**src/rtl/pulse_stretch.sv**
```systemverilog
// Stretches a single-cycle tick into a registered level pulse of HIGH_CYCLES,
// followed by a forced low gap. Define PULSE_STRETCH_RETRIGGER_EN to extend the pulse on ticks seen while high.
module pulse_stretch #(
  parameter int W           = 8,
  parameter int HIGH_CYCLES = 4,
  parameter int LOW_CYCLES  = 2
) (
  input  logic clk,
  input  logic reset,
  input  logic tick,
  output logic level,
  output logic busy,
  output logic drop
);

  typedef enum logic [1:0] {
    IDLE = 2'd0,
    HIGH = 2'd1,
    LOW  = 2'd2
  } state_e;

  localparam logic [W-1:0] HIGH_LOAD = W'(HIGH_CYCLES - 1);
  // LOW_CYCLES=0 never enters LOW; keep the load value in range anyway.
  localparam logic [W-1:0] LOW_LOAD  = W'((LOW_CYCLES > 0) ? (LOW_CYCLES - 1) : 0);

  state_e         state_q, state_d;
  logic [W-1:0]   cnt_q, cnt_d;
  logic           level_q, level_d;
  logic           busy_q, busy_d;
  logic           drop_q, drop_d;

  always_comb begin
    state_d = state_q;
    cnt_d   = cnt_q;
    drop_d  = 1'b0;
    case (state_q)
      IDLE: begin
        if (tick) begin
          state_d = HIGH;
          cnt_d   = HIGH_LOAD;
        end
      end
      HIGH: begin
`ifdef PULSE_STRETCH_RETRIGGER_EN
        if (tick) begin
          cnt_d = HIGH_LOAD;
        end else if (cnt_q == '0) begin
`else
        drop_d = tick;
        if (cnt_q == '0) begin
`endif
          if (LOW_CYCLES == 0) begin
            state_d = IDLE;
            cnt_d   = '0;
          end else begin
            state_d = LOW;
            cnt_d   = LOW_LOAD;
          end
        end else begin
          cnt_d = cnt_q - 1'b1;
        end
      end
      LOW: begin
        drop_d = tick;
        if (cnt_q == '0) begin
          state_d = IDLE;
          cnt_d   = '0;
        end else begin
          cnt_d = cnt_q - 1'b1;
        end
      end
      default: begin
        state_d = IDLE;
        cnt_d   = '0;
      end
    endcase
    level_d = (state_d == HIGH);
    busy_d  = (state_d != IDLE);
  end

  always_ff @(posedge clk or negedge reset) begin
    if (!reset) begin
      state_q <= IDLE;
      cnt_q   <= '0;
      level_q <= 1'b0;
      busy_q  <= 1'b0;
      drop_q  <= 1'b0;
    end else begin
      state_q <= state_d;
      cnt_q   <= cnt_d;
      level_q <= level_d;
      busy_q  <= busy_d;
      drop_q  <= drop_d;
    end
  end

  assign level = level_q;
  assign busy  = busy_q;
  assign drop  = drop_q;

endmodule

```
**config.mk**
```make
export PLATFORM = sky130hd
export DESIGN_NAME = pulse_stretch
export DESIGN_NICKNAME = d
export VERILOG_FILES = /design/src/rtl/pulse_stretch.sv
export SDC_FILE = /design/constraint.sdc
export NUM_CORES = 1
export LEC_CHECK = 0
export BUFFER_PORTS_ARGS = -buffer_cell sky130_fd_sc_hd__buf_2
export CAP_MARGIN = 15
export CELL_PAD_IN_SITES_DETAIL_PLACEMENT = 1
export CELL_PAD_IN_SITES_GLOBAL_PLACEMENT = 1
export CORE_MARGIN = 2
export CORE_UTILIZATION = 44
export DETAILED_ROUTE_END_ITERATION = 6
export GPL_ROUTABILITY_DRIVEN = 0
export PLACE_DENSITY_LB_ADDON = 0.1
export SLEW_MARGIN = 5
export SYNTH_ARGS = -nofsm -noshare
export SYNTH_HDL_FRONTEND = slang
export SYNTH_SLANG_ARGS = --single-unit
```
**constraint.sdc**
```tcl
create_clock -name clk -period 2.3 [get_ports clk]
set_clock_uncertainty 0.05 [all_clocks]
set_input_delay 0.345 -clock clk [delete_from_list [all_inputs] [get_ports clk]]
set_output_delay 0.345 -clock clk [all_outputs]
set_load 0.05 [all_outputs]
```
After elaboration in Yosys (flattened, before gate mapping)
Cells that the tools add are included.
{"block": "totals", "ff_bits": 13, "latchBits": 0, "mem_bits_rw": 0, "mem_bits_ro": 0, "inputBits": 3, "output_inout_bits": 3, "word_cells": 23, "mem_count": 0}
{"block": "classes", "n_addsub": 1, "n_mul": 0, "div_mod_pow": 0, "magnitude_cmp": 0, "eq_ne": 4, "shift": 0, "muxes": 9, "bitwise": 0, "reduce_logical": 4}
{"op": "$mux W8", "count": 3}
{"op": "$pmux W8 S3", "count": 1}
{"op": "$logic_not A8 Y1", "count": 1}
{"op": "$sub A8 B1 Y8 const B", "count": 1}
{"op": "$mux W2", "count": 3}
{"op": "$pmux W2 S3", "count": 1}
{"op": "$eq A2 B1 Y1 const B", "count": 2}
{"op": "$eq A2 B2 Y1 const B", "count": 1}
{"op": "$logic_not A2 Y1", "count": 1}
{"op": "$ne A2 B2 Y1 const B", "count": 1}
{"op": "$reduce_bool A2 Y1", "count": 1}
{"op": "$reduce_or A2 Y1", "count": 1}
{"op": "$mux W1", "count": 1}

Logic depth before layout (Yosys ltp)
Gate-level depths: netlist of the first run.
{"block": "depth", "depth_word": 4, "mapped_depth": 7, "depth_no_buf": 7}

Worst setup path before layout of the first run
OpenSTA, ideal clock, no wires.
{"block": "synth_path", "path_kind": "reg-to-reg", "startpoint": "register cnt_q[0]", "endpoint": "register level_q (netlist: level)", "setup_time_ps": 125, "t_arrival_ps": 1418, "required_time_ps": 2125, "setup_slack_ps": 707, "path_stages_with_launch": 8, "path_buffers": 0, "synth_period_minus_slack_ps": 1593, "cell_sequence": "dfrtp_1 -> inv_1 -> ha_1 -> nor3b_2 -> a21bo_2 -> a211o_1 -> inv_2 -> nor2_1"}
{"block": "synth_between", "elab_chain_cells": 4, "elab_cells_between_ends": 5, "cone_classes": "1 x eq/ne; 3 x mux; 1 x reduce/logical"}
{"element": "start, declared", "line_no": "27", "text": "logic [W-1:0] cnt_q, cnt_d;"}
{"element": "start signal, assigned", "line_no": "90", "text": "cnt_q <= cnt_d;"}
{"element": "$logic_not A8 Y1 (*)", "line_no": "50, 65"}
{"element": "$mux W2, on equally long branches", "line_no": "65, 50"}
{"element": "$pmux W2 S3 (*)", "line_no": "36", "text": "case (state_q)"}
{"element": "net state_d[1]", "line_no": "26", "text": "state_e state_q, state_d;"}
{"element": "$eq A2 B1 Y1 (*)", "line_no": "77", "text": "level_d = (state_d == HIGH);"}
{"element": "net level_d", "line_no": "28", "text": "logic level_q, level_d;"}
{"element": "end signal, assigned", "line_no": "91", "text": "level_q <= level_d;"}
{"element": "end, declared", "line_no": "28"}
The timed path passes the listed nets; every way through them passes the cells marked *.
A chain may end at the register's enable or synchronous reset.

Final worst setup path of the first run
{"block": "layout_path", "startpoint": "register cnt_q[0]", "endpoint": "register cnt_q[7]"}
{"block": "layout_between", "elab_chain_cells": 3, "elab_cells_between_ends": 5, "cone_classes": "1 x add/sub; 3 x mux; 1 x reduce/logical"}
{"element": "$sub A8 B1 Y8 / $logic_not A8 Y1 (equally long branches)"}
{"element": "$mux W8, on equally long branches", "line_no": "65, 50"}
{"element": "$pmux W8 S3 (*)", "line_no": "36"}
Mark *: on every way between the ends. The rest lies on a longest branch, timed or not.

==> impl_metrics.yaml, run 1 <==
status:
  run_status: "finished, final reports clean"
cells_and_area:
  n_antenna_cell: 0
  layout-drive-gt1-share_pct: 23.2
  final_nets: 92
  fin_util_pct: 53.7
  area_growth_pct: 10.8
drt:
  via_per_inst: 5.66
  vias: 555
  route.detailed.drc: 0
  first_pass_iters: 4
  wl_per_cell_um: 15.2
  ant_nets: 0
  drtIter0Drc: 8
  wirelength_um: 1490
place:
  dpl.hpwl_um: 1140
  port_buffers: 5
logic_synthesis:
  syn_area_um2: 756
  postSynthCellCount: 72
  synth.avg_cell_area_um2: 10.5
  ys.flop_type: "dfrtp_1"
  synth-seq-cells: 13
  async_flop_share_pct: 100
  yosys.cell_types.count: 30
  synth_fp_nets: 81
  ys_warn_count: 0
  yosysSeqAreaShare_pct: 43.0
  synth-edff-count: 0
critical_path:
  worstPathCellList: "inv_1 -> ha_1 -> nor3b_2 -> a21oi_2 -> a21oi_2 -> nor2_1"
  crit_slowest_cell: "dfrtp_1"
  max_stage_delay_ns: 0.47
  r2r_setup_slack_ns: 0.48
  cp.arrival_ns: 1.92
  crit_path_max_fanout: 6
  crit_family: "compound AO/OA/AOI/OAI gates"
  cp.buffers_inverters: 1
  cp-end-kind: "flip-flop"
  worstSetupPathType: "reg -> reg"
  critPathRequiredTime_ns: 2.40
  crit_top_cell: "a21oi_2"
  cp-start-kind: "flip-flop"
pwr:
  total_power_mw: 1.38
  irDropWorstVdd_mv: 0.757
  internal_power_uw: 707
  switchingPower_uw: 676
  p_clk_share_pct: 10.2
  p_comb_share_pct: 58.5
  seqPwrFrac_pct: 31.3
  power_leakage_nw: 0.395
  switching_share_pct: 48.9
  p_per_area_nw_per_um2: 1650
global_routing:
  grt_use_total_pct: 18.2
  grt-ovfl-total: 0
  antenna_found_initial: 0
  grt_max_degree: 14
  grt_pass1_vias: 573
  grt_pass1_wl_um: 2610
clock_network:
  cts_sinks: 13
  clk_pin_slew_ns: 0.08
  insertion_delay_ns: 0.28
  h-tree-depth: 1
  cts_buffer_depth: 2
  cts_root_buf: "clkbuf_4"
  numCtsBuffers: 3
  cts_tree: "yes"
  post_cts_resized: 0
sta:
  setup_viol: 0
  report.final.slew_viol_count: 0
  timing.fmax_ghz: 0.550
  rsz0062_at_grt: "no"
  worstMarginPinSlew_ns: 0.418
  maxSlewHeadroom_pct: 71.9
  hold_viol_final: 0
  min_period_over_period_pct: 79.1
  whs_ns: 0.316
  post-route-min-period_ns: 1.82
  tns_ns: 0
die:
  initial_core_util_pct: 48.5
  die_area_um2: 2070
  die_w_um: 45.4
  ios: 6
  rows: 14
  die_y_um: 45.4
  core_um2: 1560
worst_hold_path:
  hp-class: "in -> reg"
flow_run:
  drv_cap: 0
flip-flops by register name (all words and copies together) (netlist names):
| name | count |
|---|---|
| drop | 1 |
| state_q | 2 |
| level | 1 |
| cnt_q | 8 |
| busy | 1 |
cells in the mapped netlist, types with 2 or more instances:
cell / number / area, µm²
dfrtp_1: 13 / 325
nor2_1: 13 / 48.8
ha_1: 6 / 75.1
inv_1: 6 / 22.5
xor2_1: 4 / 35.0
a21oi_2: 2 / 17.5
nand2_1: 2 / 7.51
nand3_1: 2 / 10.0
nor4_4: 2 / 42.5
xnor2_1: 2 / 17.5
worst reg2reg max path, stage by stage (launching register included):
cell     delay (ns)
dfrtp_1        0.47
inv_1          0.12
ha_1           0.15
nor3b_2        0.32
a21oi_2        0.14
a21oi_2        0.33
nor2_1         0.11
routing by layer:
metal  global-route usage (%)  share of wire [%]  vias up
met2                     31.5                 53        5
li1                         -                  -      264
met1                     20.5                 43      282
met3                     7.14                3.2        4
met5                        0                  0        -
met4                     5.29                1.3        0
timing repair:
item | in CTS | in global routing
endpoints found under the hold margin | 13 | 0
setup buffers | 0 | 0
endpoints found under the setup margin | 0 | 0
hold buffers | 1 | 0
kinds of logic (layout without fill, tap and decap cells):
family	after synthesis	count (layout)	share of synthesized area [%]
compound gates	12	12	12.6
xor+xnor	6	6	6.95
fa+ha+maj	6	6	9.93
buf+inv	7	17	3.48
flops	13	13	43.0
simple gates	28	28	24.0
layout by cell type (no fill, tap or decap):
cell type / synthesis / layout
dlygate4sd3_1: 0 / 1
inv_2: 1 / 1
and2_1: 1 / 1
nor4_4: 2 / 2
xor2_1: 4 / 4
a21oi_2: 2 / 2
nor2b_1: 1 / 1
dfrtp_1: 13 / 13
clkbuf_4: 0 / 3
o41ai_1: 1 / 1
nor3b_2: 1 / 1
nor2_2: 1 / 1
nand4b_1: 1 / 1
nand3_1: 2 / 2
a211o_1: 1 / 1
nor2_1: 13 / 13
o22ai_1: 1 / 1
a31oi_1: 1 / 1
buf_2: 0 / 5
inv_1: 6 / 6
clkbuf_1: 0 / 1
or3_4: 1 / 1
nand2b_1: 1 / 1
a21bo_2: 1 / 1
a22oi_1: 1 / 1
xnor2_1: 2 / 2
nand2_1: 2 / 2
ha_1: 6 / 6
a21oi_1: 1 / 1
a32oi_1: 1 / 1
o21ai_1: 1 / 1
a41o_2: 1 / 1
nor4_1: 1 / 1
and2b_2: 1 / 1
per-stage QoR:
stage / setup slack, ns / cells / instance area, µm²
finish: 0.482 / 98 / 837
global route: 0.357 / 98 / 837
CTS: 0.451 / 98 / 837
detailed placement: 0.475 / 93 / 801
global placement: 0.546 / 93 / 801
floorplan: 0.707 / 72 / 756
layout make-up:
class,instances,area (µm²)
sequential,13,325
tap,16,20.0
inverter,7,26.3
multi-input combinational,52,404
clock buffer,4,26.3
fill,182,722
timing repair buffer,6,35.0
power by group through the flow:
stage	combinational [mW]	sequential, mW	clock, mW
finish	0.809	0.432	0.142
CTS	0.821	0.434	0.148
detailed placement	0.813	0.438	0
floorplan	0.552	0.511	0
global route	0.902	0.449	0.160
global placement	0.800	0.434	0
worst paths after layout:
check	startpoint	end	cells past startpoint
setup / recovery	cnt_q[0]$_DFFE_PN0P_	cnt_q[7]$_DFFE_PN0P_	6
hold / removal	tick	drop$_DFF_PN0_	2
setup reg to reg	cnt_q[0]$_DFFE_PN0P_	cnt_q[7]$_DFFE_PN0P_	6
hold reg to reg	cnt_q[6]$_DFFE_PN0P_	cnt_q[6]$_DFFE_PN0P_	2
max in group asynchronous	reset	state_q[1]$_DFF_PN0_	2
min in group asynchronous	reset	cnt_q[3]$_DFFE_PN0P_	2
No activity file was read; power rests on OpenSTA's default activity.
==> run 2, diff against run 1 <==
- ABC_AREA: default -> 1
- CORE_UTILIZATION: 44 -> 43
- clock period: 2.3 -> 1.8 ns (I/O delays scaled with it)
==> run 2 against run 1 <==
Compared with the run above: critical path depth grew 2; final cell count grew 26%; die area is 6.7% higher; highest routed layer unchanged; largest cell class unchanged.
==> impl_metrics.yaml, run 2 <==
place:
  dpl.cell_count: 118
  port_buffers: 5
  pre_cts_ws_ns: 0.268
  dpl.hpwl_um: 1210
cells_and_area:
  final_nets: 108
  area_growth_pct: 11.7
  final.fill_count: 209
  final_cells: 123
  largest_reg_flops: 8
  layout-drive-gt1-share_pct: 33.7
  top_regs: "cnt_q x8, state_q x2"
  final_common_cell: "nand2_1"
  regMostFlops: "cnt_q"
  mostFrequentLayoutCells: "nand2_1, dfrtp_1, inv_1"
  n_antenna_cell: 0
  regArea_um2: 325
  multi_input_area_um2: 412
  fin_util_pct: 51.3
logic_synthesis:
  syn_area_um2: 793
  synth_area_leaders: "dfrtp_1, ha_1, nand2_1"
  synth_top_cell_by_area: "dfrtp_1"
  yosysSeqAreaShare_pct: 41.0
  synth_top_area_share_pct: 41.0
  ys_warn_count: 0
  netlist_top_cells_count: "nand2_1, dfrtp_1, inv_1"
  synth.avg_cell_area_um2: 9.01
  synth-seq-cells: 13
  ys.flop_type: "dfrtp_1"
  yosysMostFrequentCell: "nand2_1"
  synth_fp_nets: 97
  yosys.cell_types.count: 26
  synth-edff-count: 0
  async_flop_share_pct: 100
  postSynthCellCount: 88
clock_network:
  insertion_delay_ns: 0.27
  h-tree-depth: 1
  cts_buffer_depth: 2
  cts_sinks: 13
  clk_pin_slew_ns: 0.08
  cts_root_buf: "clkbuf_4"
  cts_tree: "yes"
  numCtsBuffers: 3
  post_cts_buffers: 0
global_routing:
  grt_pass1_wl_um: 2500
  grt_use_total_pct: 17.1
  antenna_found_initial: 0
  grt_max_degree: 14
  grt-ovfl-total: 0
  grt_pass1_vias: 599
die:
  die_area_um2: 2200
  core_um2: 1730
  ios: 6
  rows: 15
  die_w_um: 47.0
  die_y_um: 47.0
  initial_core_util_pct: 45.9
critical_path:
  crit_family: "flip-flops"
  cp.arrival_ns: 1.65
  crit_path_max_fanout: 5
  crit_top_cell: "inv_2"
  worstSetupPathType: "reg -> reg"
  cp-end-kind: "flip-flop"
  r2r_setup_slack_ns: 0.27
  cp-start-kind: "flip-flop"
  cp.buffers_inverters: 3
  max_stage_delay_ns: 0.41
  crit_slowest_cell: "dfrtp_1"
  critPathRequiredTime_ns: 1.92
  worstPathCellList: "inv_1 -> ha_1 -> inv_2 -> nor2_4 -> inv_2 -> nand3_2 -> xor2_1 -> nor2_2"
drt:
  ant_nets: 0
  first_pass_iters: 2
  wl_per_cell_um: 12.2
  via_per_inst: 4.66
  drtIter0Drc: 4
  route.detailed.drc: 0
  wirelength_um: 1500
  vias: 573
flow_run:
  drv_cap: 0
sta:
  report.final.slew_viol_count: 0
  timing.fmax_ghz: 0.653
  worstMarginPinSlew_ns: 0.307
  maxSlewHeadroom_pct: 79.5
  tns_ns: 0
  post-route-min-period_ns: 1.53
  rsz0062_at_grt: "no"
  min_period_over_period_pct: 85.0
  hold_viol_final: 0
  finalWorstSetupSlack_ns: 0.270
  setup_viol: 0
worst_hold_path:
  hp-class: "in -> reg"
pwr:
  power_leakage_nw: 0.462
  total_power_mw: 1.82
  irDropWorstVdd_mv: 0.883
  p_per_area_nw_per_um2: 2060
status:
  run_status: "finished, final reports clean"
==> run 2: kinds of logic after synthesis <==
| family | after synthesis | synth area share [%] |
|---|---|---|
| XOR/XNOR | 5 | 5.52 |
| AO/OA/AOI/OAI | 8 | 7.25 |
| buffers and inverters | 14 | 7.10 |
| flip-flops | 13 | 41.0 |
| AND/OR/NAND/NOR | 42 | 29.7 |
| adder cells (fa/ha/maj) | 6 | 9.46 |
==> run 2: path summary, 6_finish.rpt <==
path,startpoint,endpoint,cells after the start
max,state_q[1]$_DFF_PN0_,cnt_q[5]$_DFFE_PN0P_,8
min,tick,drop$_DFF_PN0_,3
max reg2reg,state_q[1]$_DFF_PN0_,cnt_q[5]$_DFFE_PN0P_,8
min reg2reg,cnt_q[7]$_DFFE_PN0P_,cnt_q[7]$_DFFE_PN0P_,3
max in group asynchronous,reset,cnt_q[6]$_DFFE_PN0P_,2
min in group asynchronous,reset,cnt_q[2]$_DFFE_PN0P_,2
==> run 2: worst register-to-register path, cell delays in order, from the launching register on <==
cell     delay, ns
dfrtp_1       0.41
inv_1         0.12
ha_1          0.19
inv_2         0.07
nor2_4        0.15
inv_2         0.09
nand3_2       0.10
xor2_1        0.18
nor2_2        0.05
==> run 2: power by group <==
group          leakage [nW]  internal (mW)  switching [mW]
clock network        0.0150         0.0859          0.0932
registers             0.168          0.424          0.0981
logic                 0.279          0.396           0.725
total                 0.462          0.907           0.916
==> run 2: layout make-up <==
type / count / area share (%)
Clock buffer: 4 / 2.97
Inverter: 14 / 6.36
Multi-Input combinational cell: 61 / 46.5
Sequential cell: 13 / 36.7
Tap cell: 25 / 3.53
Timing Repair Buffer: 6 / 3.95
==> run 2: through the flow <==
step	hold slack [ns]	area, µm²
after CTS	0.192	886
after global placement	0.127	850
after floorplan	-0.0756	793
final	0.202	886
after detailed placement	0.129	850
after global routing	0.193	886
==> run 2: repair_timing <==
action	in CTS	in global routing
hold endpoints to repair	13	0
hold buffers	1	0
resized for setup	0	0
==> run 2: metal layers <==
metal,part of all wire (%),track usage [%],wire (µm)
met3,2.9,5.77,44
met5,0,0,0
met4,1.4,6.67,21
met2,54,31.5,814
met1,41,17.6,616
